$ cat src/rtl/alu_issue_pkg.sv
// +----------------------------------------------------------------------+
// | alu_issue_pkg                                                        |
// | Shared types, constants and latency helper for the ALU issue stage.  |
// | Optional macro: ALU_ISSUE_SPLIT_EN (adds the SPLIT state)            |
// | Revision: 1.0                                                        |
// +----------------------------------------------------------------------+
`default_nettype none

package alu_issue_pkg;

  localparam logic [3:0] CMD_MUL_INC = 4'd9;
  localparam logic [3:0] CMD_MUL_SHL = 4'd10;
  localparam logic [1:0] LAT_MUL     = 2'd2;
  localparam logic [1:0] LAT_DEF     = 2'd1;

`ifdef ALU_ISSUE_SPLIT_EN
  typedef enum logic [1:0] {
    IDLE  = 2'd0,
    ISSUE = 2'd1,
    WAIT  = 2'd2,
    SPLIT = 2'd3
  } state_t;
`else
  typedef enum logic [1:0] {
    IDLE  = 2'd0,
    ISSUE = 2'd1,
    WAIT  = 2'd2
  } state_t;
`endif

  // Control part of a FIFO entry; operands are appended by the issuer.
  typedef struct packed {
    logic       mode;
    logic [3:0] cmd;
    logic       cin;
    logic [1:0] inp_valid;
  } entry_ctrl_t;

  function automatic logic [1:0] op_latency(input logic mode, input logic [3:0] cmd);
    return (mode && (cmd == CMD_MUL_INC || cmd == CMD_MUL_SHL)) ? LAT_MUL : LAT_DEF;
  endfunction

endpackage

`default_nettype wire

$ cat src/rtl/alu_op_issuer_if.sv
// +----------------------------------------------------------------------+
// | alu_op_issuer_if                                                     |
// | Upstream op stream plus ALU pin bundle of the issue stage.           |
// | Revision: 1.0                                                        |
// +----------------------------------------------------------------------+
`default_nettype none

interface alu_op_issuer_if #(
  parameter int WIDTH = 8,
  parameter int DEPTH = 4
);
  logic                   in_valid;
  logic                   in_ready;
  logic                   in_mode;
  logic                   in_cin;
  logic [3:0]             in_cmd;
  logic [1:0]             in_inp_valid;
  logic [WIDTH-1:0]       in_opa;
  logic [WIDTH-1:0]       in_opb;

  logic                   ce;
  logic                   mode;
  logic                   cin;
  logic [3:0]             cmd;
  logic [1:0]             inp_valid;
  logic [WIDTH-1:0]       opa;
  logic [WIDTH-1:0]       opb;
  logic                   res_strobe;
  logic                   busy;
  logic [$clog2(DEPTH):0] fifo_count;

  modport master (
    output in_valid, in_mode, in_cin, in_cmd, in_inp_valid, in_opa, in_opb,
    input  in_ready, ce, mode, cin, cmd, inp_valid, opa, opb,
    input  res_strobe, busy, fifo_count
  );

  modport slave (
    input  in_valid, in_mode, in_cin, in_cmd, in_inp_valid, in_opa, in_opb,
    output in_ready, ce, mode, cin, cmd, inp_valid, opa, opb,
    output res_strobe, busy, fifo_count
  );
endinterface

`default_nettype wire

$ cat src/rtl/alu_issue_fifo.sv
// +----------------------------------------------------------------------+
// | alu_issue_fifo                                                       |
// | Show-ahead synchronous FIFO with full, empty and occupancy count.    |
// | Revision: 1.0                                                        |
// +----------------------------------------------------------------------+
`default_nettype none

module alu_issue_fifo #(
  parameter int WIDTH = 8,
  parameter int DEPTH = 4
) (
  input  logic                   clk,
  input  logic                   rst,
  input  logic                   push,
  input  logic [WIDTH-1:0]       wr_data,
  input  logic                   pop,
  output logic [WIDTH-1:0]       rd_data,
  output logic                   full,
  output logic                   empty,
  output logic [$clog2(DEPTH):0] count
);
  localparam int c_ADDR_W = $clog2(DEPTH);

  logic [WIDTH-1:0]    r_mem [DEPTH];
  logic [c_ADDR_W-1:0] r_wr_ptr;
  logic [c_ADDR_W-1:0] r_rd_ptr;
  logic [c_ADDR_W:0]   r_count;
  logic                w_push_ok;
  logic                w_pop_ok;

  assign full      = (r_count == (c_ADDR_W+1)'(DEPTH));
  assign empty     = (r_count == '0);
  assign count     = r_count;
  assign rd_data   = r_mem[r_rd_ptr];
  assign w_push_ok = push && !full;
  assign w_pop_ok  = pop && !empty;

  // Storage needs no reset: occupancy is tracked by the pointers.
  always_ff @(posedge clk) begin
    if (w_push_ok) begin
      r_mem[r_wr_ptr] <= wr_data;
    end
  end

  always_ff @(posedge clk or posedge rst) begin
    if (rst) begin
      r_wr_ptr <= '0;
      r_rd_ptr <= '0;
      r_count  <= '0;
    end else begin
      if (w_push_ok) begin
        r_wr_ptr <= r_wr_ptr + 1'b1;
      end
      if (w_pop_ok) begin
        r_rd_ptr <= r_rd_ptr + 1'b1;
      end
      case ({w_push_ok, w_pop_ok})
        2'b10:   r_count <= r_count + 1'b1;
        2'b01:   r_count <= r_count - 1'b1;
        default: r_count <= r_count;
      endcase
    end
  end

endmodule

`default_nettype wire

$ cat src/rtl/alu_op_issuer.sv
// +----------------------------------------------------------------------+
// | alu_op_issuer                                                        |
// | Buffers ALU ops and drives the ALU pins with latency-timed strobe.   |
// | Optional macro: ALU_ISSUE_SPLIT_EN (two-phase operand presentation)  |
// | Revision: 1.0                                                        |
// +----------------------------------------------------------------------+
`default_nettype none

module alu_op_issuer
  import alu_issue_pkg::*;
#(
  parameter int WIDTH = 8,
  parameter int DEPTH = 4
) (
  input  logic           clk,
  input  logic           rst,
  alu_op_issuer_if.slave bus
);
  localparam int c_CTRL_W  = $bits(entry_ctrl_t);
  localparam int c_ENTRY_W = c_CTRL_W + 2*WIDTH;
  localparam int c_CNT_W   = $clog2(DEPTH) + 1;

  entry_ctrl_t          w_wr_ctrl;
  entry_ctrl_t          w_rd_ctrl;
  logic [c_ENTRY_W-1:0] w_wr_data;
  logic [c_ENTRY_W-1:0] w_rd_data;
  logic [WIDTH-1:0]     w_rd_opa;
  logic [WIDTH-1:0]     w_rd_opb;
  logic                 w_full;
  logic                 w_empty;
  logic                 w_push;
  logic                 w_pop;
  logic [c_CNT_W-1:0]   w_count;

  state_t               r_state;
  logic [1:0]           r_cnt;
  logic                 r_ce;
  logic                 r_mode;
  logic                 r_cin;
  logic [3:0]           r_cmd;
  logic [1:0]           r_inp_valid;
  logic [WIDTH-1:0]     r_opa;
  logic [WIDTH-1:0]     r_opb;
  logic                 r_strobe;
`ifdef ALU_ISSUE_SPLIT_EN
  logic [WIDTH-1:0]     r_opb_hold;
`endif

  always_comb begin
    w_wr_ctrl           = '0;
    w_wr_ctrl.mode      = bus.in_mode;
    w_wr_ctrl.cmd       = bus.in_cmd;
    w_wr_ctrl.cin       = bus.in_cin;
    w_wr_ctrl.inp_valid = bus.in_inp_valid;
  end

  assign w_wr_data = {w_wr_ctrl, bus.in_opa, bus.in_opb};
  assign w_rd_ctrl = entry_ctrl_t'(w_rd_data[c_ENTRY_W-1 -: c_CTRL_W]);
  assign w_rd_opa  = w_rd_data[2*WIDTH-1 -: WIDTH];
  assign w_rd_opb  = w_rd_data[WIDTH-1:0];
  assign w_push    = bus.in_valid && !w_full;
  // A new op is taken only from IDLE or in the strobe cycle of the previous one.
  assign w_pop     = !w_empty && (r_state == IDLE || r_strobe);

  alu_issue_fifo #(
    .WIDTH (c_ENTRY_W),
    .DEPTH (DEPTH)
  ) u_fifo (
    .clk     (clk),
    .rst     (rst),
    .push    (w_push),
    .wr_data (w_wr_data),
    .pop     (w_pop),
    .rd_data (w_rd_data),
    .full    (w_full),
    .empty   (w_empty),
    .count   (w_count)
  );

  always_ff @(posedge clk or posedge rst) begin
    if (rst) begin
      r_state     <= IDLE;
      r_cnt       <= '0;
      r_ce        <= 1'b0;
      r_mode      <= 1'b0;
      r_cin       <= 1'b0;
      r_cmd       <= '0;
      r_inp_valid <= '0;
      r_opa       <= '0;
      r_opb       <= '0;
      r_strobe    <= 1'b0;
`ifdef ALU_ISSUE_SPLIT_EN
      r_opb_hold  <= '0;
`endif
    end else begin
      r_strobe <= 1'b0;
      if (w_pop) begin
        r_ce   <= 1'b1;
        r_mode <= w_rd_ctrl.mode;
        r_cmd  <= w_rd_ctrl.cmd;
        r_cin  <= w_rd_ctrl.cin;
        r_opa  <= w_rd_opa;
        r_cnt  <= op_latency(w_rd_ctrl.mode, w_rd_ctrl.cmd);
`ifdef ALU_ISSUE_SPLIT_EN
        if (w_rd_ctrl.inp_valid == 2'b11) begin
          r_inp_valid <= 2'b01;
          r_opb       <= '0;
          r_opb_hold  <= w_rd_opb;
          r_state     <= SPLIT;
        end else begin
          r_inp_valid <= w_rd_ctrl.inp_valid;
          r_opb       <= w_rd_opb;
          r_state     <= ISSUE;
        end
`else
        r_inp_valid <= w_rd_ctrl.inp_valid;
        r_opb       <= w_rd_opb;
        r_state     <= ISSUE;
`endif
      end else begin
        case (r_state)
          IDLE: r_state <= IDLE;
`ifdef ALU_ISSUE_SPLIT_EN
          SPLIT: begin
            r_inp_valid <= 2'b10;
            r_opb       <= r_opb_hold;
            r_state     <= ISSUE;
          end
`endif
          ISSUE, WAIT: begin
            if (r_strobe) begin
              r_ce        <= 1'b0;
              r_mode      <= 1'b0;
              r_cin       <= 1'b0;
              r_cmd       <= '0;
              r_inp_valid <= '0;
              r_opa       <= '0;
              r_opb       <= '0;
              r_cnt       <= '0;
              r_state     <= IDLE;
            end else begin
              r_cnt    <= r_cnt - 2'd1;
              r_strobe <= (r_cnt == 2'd1);
              r_state  <= WAIT;
            end
          end
          default: r_state <= IDLE;
        endcase
      end
    end
  end

  assign bus.in_ready   = !w_full;
  assign bus.fifo_count = w_count;
  assign bus.ce         = r_ce;
  assign bus.mode       = r_mode;
  assign bus.cin        = r_cin;
  assign bus.cmd        = r_cmd;
  assign bus.inp_valid  = r_inp_valid;
  assign bus.opa        = r_opa;
  assign bus.opb        = r_opb;
  assign bus.res_strobe = r_strobe;
  assign bus.busy       = (r_state != IDLE);

endmodule

`default_nettype wire
$ cat src/flat_wrapper.sv
// flat-port wrapper written by rule: the top's interface ports become plain ports
module alu_op_issuer_flat import alu_issue_pkg::*;
#(
  parameter int WIDTH = 8,
  parameter int DEPTH = 4
)
  (clk, rst, bus_in_valid, bus_in_mode, bus_in_cin, bus_in_cmd, bus_in_inp_valid, bus_in_opa, bus_in_opb, bus_in_ready, bus_ce, bus_mode, bus_cin, bus_cmd, bus_inp_valid, bus_opa, bus_opb, bus_res_strobe, bus_busy, bus_fifo_count);
  alu_op_issuer_if #(.WIDTH(WIDTH), .DEPTH(DEPTH)) bus_i ();
  input  logic clk;
  input  logic rst;
  input wire logic [$bits(bus_i.in_valid)-1:0] bus_in_valid;
  input wire logic [$bits(bus_i.in_mode)-1:0] bus_in_mode;
  input wire logic [$bits(bus_i.in_cin)-1:0] bus_in_cin;
  input wire logic [$bits(bus_i.in_cmd)-1:0] bus_in_cmd;
  input wire logic [$bits(bus_i.in_inp_valid)-1:0] bus_in_inp_valid;
  input wire logic [$bits(bus_i.in_opa)-1:0] bus_in_opa;
  input wire logic [$bits(bus_i.in_opb)-1:0] bus_in_opb;
  output wire logic [$bits(bus_i.in_ready)-1:0] bus_in_ready;
  output wire logic [$bits(bus_i.ce)-1:0] bus_ce;
  output wire logic [$bits(bus_i.mode)-1:0] bus_mode;
  output wire logic [$bits(bus_i.cin)-1:0] bus_cin;
  output wire logic [$bits(bus_i.cmd)-1:0] bus_cmd;
  output wire logic [$bits(bus_i.inp_valid)-1:0] bus_inp_valid;
  output wire logic [$bits(bus_i.opa)-1:0] bus_opa;
  output wire logic [$bits(bus_i.opb)-1:0] bus_opb;
  output wire logic [$bits(bus_i.res_strobe)-1:0] bus_res_strobe;
  output wire logic [$bits(bus_i.busy)-1:0] bus_busy;
  output wire logic [$bits(bus_i.fifo_count)-1:0] bus_fifo_count;
  assign bus_i.in_valid = bus_in_valid;
  assign bus_i.in_mode = bus_in_mode;
  assign bus_i.in_cin = bus_in_cin;
  assign bus_i.in_cmd = bus_in_cmd;
  assign bus_i.in_inp_valid = bus_in_inp_valid;
  assign bus_i.in_opa = bus_in_opa;
  assign bus_i.in_opb = bus_in_opb;
  assign bus_in_ready = bus_i.in_ready;
  assign bus_ce = bus_i.ce;
  assign bus_mode = bus_i.mode;
  assign bus_cin = bus_i.cin;
  assign bus_cmd = bus_i.cmd;
  assign bus_inp_valid = bus_i.inp_valid;
  assign bus_opa = bus_i.opa;
  assign bus_opb = bus_i.opb;
  assign bus_res_strobe = bus_i.res_strobe;
  assign bus_busy = bus_i.busy;
  assign bus_fifo_count = bus_i.fifo_count;
  alu_op_issuer #(.WIDTH(WIDTH), .DEPTH(DEPTH)) u_core (.clk(clk), .rst(rst), .bus(bus_i));
endmodule
$ cat config.mk
export PLATFORM = sky130hd
export DESIGN_NAME = alu_op_issuer_flat
export DESIGN_NICKNAME = d
export VERILOG_FILES = /design/src/rtl/alu_issue_pkg.sv /design/src/rtl/alu_op_issuer_if.sv /design/src/rtl/alu_issue_fifo.sv /design/src/rtl/alu_op_issuer.sv /design/src/flat_wrapper.sv
export SDC_FILE = /design/constraint.sdc
export NUM_CORES = 1
export LEC_CHECK = 0
export CORE_MARGIN = 3
export CORE_UTILIZATION = 50
export DETAILED_ROUTE_END_ITERATION = 6
export GPL_ROUTABILITY_DRIVEN = 0
export PLACE_DENSITY_LB_ADDON = 0.3
export SLEW_MARGIN = 30
export SYNTH_ARGS = -nofsm -noshare
export SYNTH_HDL_FRONTEND = slang
export SYNTH_SLANG_ARGS = --single-unit
$ cat constraint.sdc
create_clock -name clk -period 2.25 [get_ports clk]
set_clock_uncertainty 0.05 [all_clocks]
set_input_delay 0.45 -clock clk [delete_from_list [all_inputs] [get_ports clk]]
set_output_delay 0.45 -clock clk [all_outputs]
set_load 0.02 [all_outputs]
# Yosys cells after proc, flatten, opt, wreduce, memory -nomap -nowiden
# Memory sizes are Yosys's and may differ from the RTL's.
# Cells that the tools add are included.
# Widths: inputs -> output; s select.
[classes]
n_addsub = 5
n_mul = 0
div_mod_pow = 0
magnitude_cmp = 0
eq_ne = 8
shifts = 0
n_mux = 28
n_bitwise = 0
n_reduce_logical = 17
[ops]
columns = ["op", "n"]
rows = [
  ["$mux 8", 4],
  ["$mux 2", 10],
  ["$mux 4", 3],
  ["$mux 1", 10],
  ["$eq 4x4->1 const B", 2],
  ["$reduce_bool 2->1", 4],
  ["$eq 2x1->1 const B", 3],
  ["$pmux 3 s2", 1],
  ["$logic_and 1x1->1", 5],
  ["$add 2x1->2 const B", 2],
  ["$eq 2x2->1 const B", 2],
  ["$add 3x1->3 const B", 1],
  ["$eq 3x3->1 const B", 1],
  ["$logic_not 3->1", 1],
  ["$sub 3x1->3 const B", 1],
  ["$logic_not 1->1", 2],
  ["$logic_not 2->1", 1],
  ["$logic_or 1x1->1", 2],
  ["$reduce_and 2->1", 1],
  ["$reduce_or 2->1", 1],
  ["$sub 2x1->2 const B", 1],
]
[totals]
ff_bits = 37
latch_bits = 0
ram_bits = 96
mem_bits_ro = 0
in_bits = 27
output_inout_bits = 31
word_cells = 72
memories = 1
[memory_table]
columns = ["memory", "depth", "word_bits", "read_ports", "rd_clocked_by_memory_dff", "wr", "line_no", "rtl"]
rows = [
  ["u_core.u_fifo.r_mem", 4, 24, 1, 0, 1, "alu_issue_fifo.sv:24", "logic [WIDTH-1:0] r_mem [DEPTH];"],
]

# Depth between registers and ports, before layout
[depth]
word_depth = 6
mapped_depth = 9

# Cells and area by module
# A second synthesis with hierarchy kept.
[hier_totals]
cells_unflattened = 246
hier_area_um2 = 5096.1
[by_module_without_submodules]
columns = ["module", "instances", "cells_each", "area_per_inst_um2", "seq_area_each_um2"]
rows = [
  ["alu_issue_fifo", 1, 164, 3937.5, 3057.9],
  ["alu_op_issuer", 1, 82, 1158.6, 750.7],
]

# Worst setup path after synthesis
# No wires, ideal clock.
[synth_timing]
path_kind = "reg2reg"
from = "register u_core.u_fifo.r_count[0], in the netlist u_core.u_fifo.count[0]"
to = "register u_core.u_fifo.r_count[2], in the netlist u_core.u_fifo.count[2]"
setup_ns = 0.080
t_arrival_ns = 2.280
required_ns = 2.120
path_slack_ns = -0.159
path_stages_with_launch = 10
n_path_buf = 0
path_cell_list = "dfrtp_1 -> or3b_1 -> and2_1 -> inv_1 -> ha_1 -> inv_1 -> fa_1 -> xor2_1 -> nor2_1 -> xor2_1"
[synth_between]
elab_chain_cells = 6
[synth_lines]
columns = ["item", "line_no", "rtl"]
rows = [
  ["from (decl)", "alu_issue_fifo.sv:27", "logic [c_ADDR_W:0] r_count;"],
  ["from (signal assigned)", "alu_issue_fifo.sv:58", "2'b10: r_count <= r_count + 1'b1;"],
  ["from (signal assigned)", "alu_issue_fifo.sv:59", "2'b01: r_count <= r_count - 1'b1;"],
  ["from (signal assigned)", "alu_issue_fifo.sv:60", "default: r_count <= r_count;"],
  ["$eq 3x3->1 *", "alu_issue_fifo.sv:31", "assign full = (r_count == (c_ADDR_W+1)'(DEPTH));"],
  ["$logic_not 1->1 *", "n/a", ""],
  ["via bus_in_ready", "flat_wrapper.sv:18", "output wire logic [$bits(bus_i.in_ready)-1:0] bus_in_ready;"],
  ["$logic_and 1x1->1", "alu_op_issuer.sv:61", "assign w_push = bus.in_valid && !w_full;"],
  ["$logic_and 1x1->1 *", "alu_issue_fifo.sv:35", "assign w_push_ok = push && !full;"],
  ["$eq 2x1->1 / $eq 2x2->1 (equally long branches)", "alu_issue_fifo.sv:57", "case ({w_push_ok, w_pop_ok})"],
  ["$pmux 3 s2 / $reduce_bool 2->1 (equally long branches)", "n/a", ""],
]
# The timed path passes the listed nets; every way through them passes the cells marked *.
# A chain may end at the register's enable or synchronous reset.

# Final worst setup path
[layout_timing]
from = "register u_core.u_fifo.r_count[0], in the netlist u_core.u_fifo.count[0]"
to = "register u_core.u_fifo.r_count[2], in the netlist u_core.u_fifo.count[2]"
[layout_between]
elab_chain_cells = 6
[layout_lines]
columns = ["item", "line_no"]
rows = [
  ["$eq 3x3->1 / $logic_not 3->1 (equally long branches)", "alu_issue_fifo.sv:31, alu_issue_fifo.sv:32"],
  ["$logic_not 1->1, on equally long branches", "n/a"],
  ["$logic_and 1x1->1, on equally long branches", "alu_op_issuer.sv:61, alu_op_issuer.sv:63"],
  ["$logic_and 1x1->1, on equally long branches", "alu_issue_fifo.sv:35, alu_issue_fifo.sv:36"],
  ["$eq 2x1->1 / $eq 2x2->1 (equally long branches)", "alu_issue_fifo.sv:57"],
  ["$pmux 3 s2 / $reduce_bool 2->1 (equally long branches)", "n/a"],
]
# Several ways; a longest one is shown, not always the timed one.

==> results.json <==
{
  "chipHeight_um": 106,
  "syn-instance-count": 243,
  "average_routed_wire_per_standard_cell_um": 19.8,
  "cts-htree-levels": 4,
  "worst_ep_arrival_time_ns": 2.53,
  "synth_async_sr_flop_share_pct": 27.8,
  "final.setup.worst_slack_ns": 0.0971,
  "synth.avg_cell_area_um2": 20.7,
  "reg2reg_from": "u_core.u_fifo.count[0]",
  "drt-vias-per-instance": 5.44,
  "dp_slack_ns": 0.00232,
  "crit_path_start_kind": "register",
  "n_antenna_cell": 0,
  "maxSlewViolCount": 0,
  "timing.hold.worst.class": "input pin to asynchronous set/reset pin",
  "critPathBufInv": 2,
  "count_of_nets_after_finishing": 362,
  "critical_path.max_stage_delay_ns": 0.41,
  "root_buffer": "clkbuf_8",
  "mappedNetlistNets": 278,
  "numPlacedInstances": 434,
  "drtAntennaViolNets": 0,
  "dr_total_vias": 2550,
  "worst_slew_pin_slew_ns": 0.513,
  "drtPass1Iterations": 4,
  "areaGrowthSynthToFinish_pct": 29.0,
  "die_width_um": 106,
  "fin_crit_sh_pct": 95.7,
  "worst_path_dominant_cell_family": "simple AND/OR/NAND/NOR gates",
  "utilization_pct": 68.3,
  "detail_route.iter0.violations": 172,
  "place_hpwl_mm": 5.49,
  "synth_area_leaders": "edfxtp_1 (57%), dfrtp_1 (18%), mux4_2 (9.8%)",
  "die_area_mm2": 0.0113,
  "antenna_found_initial": 0,
  "instances_no_fill": 469,
  "grt_overflow_total": 0,
  "clkTransAtPathRegs_ns": 0.06,
  "grt_start_max_net_pins": 38,
  "tritoncts_clock_tree": "yes",
  "start_util_pct": 53.0,
  "synth_enable_flop_cells": 96,
  "synth_flop_cell": "edfxtp_1",
  "synth-seq-cells": 133,
  "reg2reg_depth": 9,
  "layout_min_cycle_time_ns": 2.15,
  "grt_pass1_wl_mm": 14.7,
  "filler_cell_count": 621,
  "syn-cell-area_mm2": 0.00503,
  "synth.largest_area_cell": "edfxtp_1",
  "coreArea_mm2": 0.00950,
  "synth_cell_type_count": 29,
  "setup-tns-final_ns": 0,
  "detail_route.wirelength_mm": 9.30,
  "top_level_ports": 58,
  "max-cap-violations": 0,
  "global_route.usage.total_pct": 17.8,
  "yosysSeqAreaShare_pct": 75.7,
  "hold_violations": 0,
  "cts_buffers": 17,
  "result_of_the_run": "complete, no violations",
  "drive_above_1_share_pct": 25.0,
  "ys.warnings.count": 0,
  "max_slew_margin_pct": 65.8,
  "clock_sink_count": 133,
  "cp_num_cells": 9,
  "worstSetupEndpointType": "register",
  "grt_setup_unrepaired": "false",
  "setup-violations-final": 0,
  "yosysTopAreaCellShare_pct": 57.3,
  "drc_errors": 0,
  "power-per-cell-area_mw_per_mm2": 1530,
  "setup.worst_path.class": "register to register",
  "power.leakage_uw": 0.00241,
  "maximum_clock_insertion_buffer_count": 2,
  "crit_path_cell_chain": "or3b_4, and2_4, inv_1, ha_2, inv_1, fa_2, xor2_1, nor2_1, xor2_1",
  "maxClockFrequency_ghz": 0.464,
  "timing.critical_path.fanout_max": 4,
  "cp_data_required_time_ns": 2.62,
  "placementRows": 35,
  "insertion_delay_ns": 0.50,
  "vdd.ir_drop.worst_mv": 0.707,
  "crit_slowest_cell": "or3b_4",
  "grt_pass1_vias": 2685,
  "startpoint": "u_core.u_fifo.count[0]",
  "buffer_ports.inserted": 57
}
[registers in the layout, summed over array words and instances (netlist names)]
| name | cells |
|---|---|
| u_core.r_state | 2 |
| u_core.bus.opb | 8 |
| u_core.bus.cmd | 4 |
| u_core.bus.mode | 1 |
| u_core.u_fifo.r_wr_ptr | 2 |
| u_core.bus.ce | 1 |
| u_core.u_fifo.r_rd_ptr | 2 |
| u_core.bus.cin | 1 |
| u_core.u_fifo.count | 3 |
| u_core.r_cnt | 2 |
| u_core.u_fifo.r_mem | 96 |
| u_core.bus.res_strobe | 1 |
| u_core.bus.opa | 8 |
| u_core.bus.inp_valid | 2 |
[power by group]
| part | leakage [uW] | internal (uW) | switching (uW) |
|---|---|---|---|
| Combinational | 0.000804 | 1830 | 1780 |
| Clock | 0.000281 | 1610 | 1020 |
| Sequential | 0.00133 | 3380 | 317 |
[final timing paths]
kind / end / slack, ns
worst max-delay path: u_core.u_fifo.count[2] / 0.1
worst min-delay path: u_core.bus.mode / 0.33
worst max register to register: u_core.u_fifo.count[2] / 0.1
worst min register to register: u_core.bus.ce / 0.42
max in group asynchronous: u_core.u_fifo.r_rd_ptr[0] / 1.43
min in group clk: u_core.bus.ce / 0.42
[placed cells by master (no fill, tap or decap), types with 2 or more instances in the layout]
cell,Yosys,routed
clkbuf_16,0,16
nor2_1,2,2
dfrtp_2,0,4
edfxtp_1,96,96
xnor2_1,4,4
mux4_1,2,2
mux4_2,22,22
inv_1,12,11
ha_1,7,6
xor2_1,3,3
clkdlybuf4s50_1,0,55
clkinv_2,0,2
bufinv_16,0,2
clkinv_4,0,7
mux2i_1,2,2
clkinvlp_4,0,2
buf_12,0,4
o32a_1,3,3
a22o_1,24,24
clkbuf_8,0,2
buf_4,2,16
nand2_1,2,2
dfrtp_1,37,33
dlygate4sd2_1,0,2
and3_1,4,4
[what timing repair did]
item,in CTS,in global routing
hold buffers,0,0
setup endpoints to repair,2,1
pin swaps,0,3
buffers inserted,0,3
gates resized for setup,2,2
[layout make-up]
cell class	instances	area, um^2	area share [%]
Clock inverter	14	155	2.39
Multi-Input combinational cell	86	1120	17.3
Sequential cell	133	3810	58.7
Tap cell	129	161	2.49
Timing Repair Buffer	77	768	11.8
Inverter	12	45.0	0.694
Clock buffer	18	428	6.59
[per-stage QoR]
step,hold slack (ns),instance area [um^2],total power [uW]
6_report,0.333,6490,9940
5_1_grt,0.361,6490,10500
4_1_cts,0.330,6460,10000
3_5_place_dp,0.415,5880,7340
3_3_place_gp,0.413,5880,7250
2_1_floorplan,0.484,5040,6000
[worst register-to-register path, stage by stage (launching register included)]
cell and delay (ns):
dfrtp_2 0.40, or3b_4 0.41, and2_4 0.18, inv_1 0.05
ha_2 0.18, inv_1 0.05, fa_2 0.33, xor2_1 0.14
nor2_1 0.13, xor2_1 0.15
[kinds of logic (layout without fill, tap and decap cells)]
kind of cell,Yosys count,after routing,synth area share [%]
AO/OA/AOI/OAI,31,31,5.59
multiplexers,27,27,11.5
buffers and inverters,24,121,2.24
flip-flops,133,133,75.7
adder cells (fa/ha/maj),8,8,2.14
AND/OR/NAND/NOR,13,13,1.62
XOR/XNOR,7,7,1.22
[synth_stat cells, types with 2 or more instances]
library cell  number
a22o_1            24
edfxtp_1          96
mux4_2            22
buf_2              6
mux4_1             2
and2_1             2
ha_1               7
nor2_1             2
inv_1             12
dfrtp_1           37
clkbuf_1           2
xnor2_1            4
nand2_1            2
xor2_1             3
mux2i_1            2
and3_1             4
buf_4              2
o32a_1             3
[layer usage]
| layer | up-vias | global-route usage [%] | wire (um) |
|---|---|---|---|
| met4 | 0 | 6.11 | 53 |
| met5 | - | 0 | 0 |
| met1 | 1318 | 22.2 | 3780 |
| met2 | 85 | 30.3 | 4910 |
| li1 | 1143 | - | - |
| met3 | 4 | 4.92 | 561 |
Note: power is estimated with default switching activity, not from simulation.
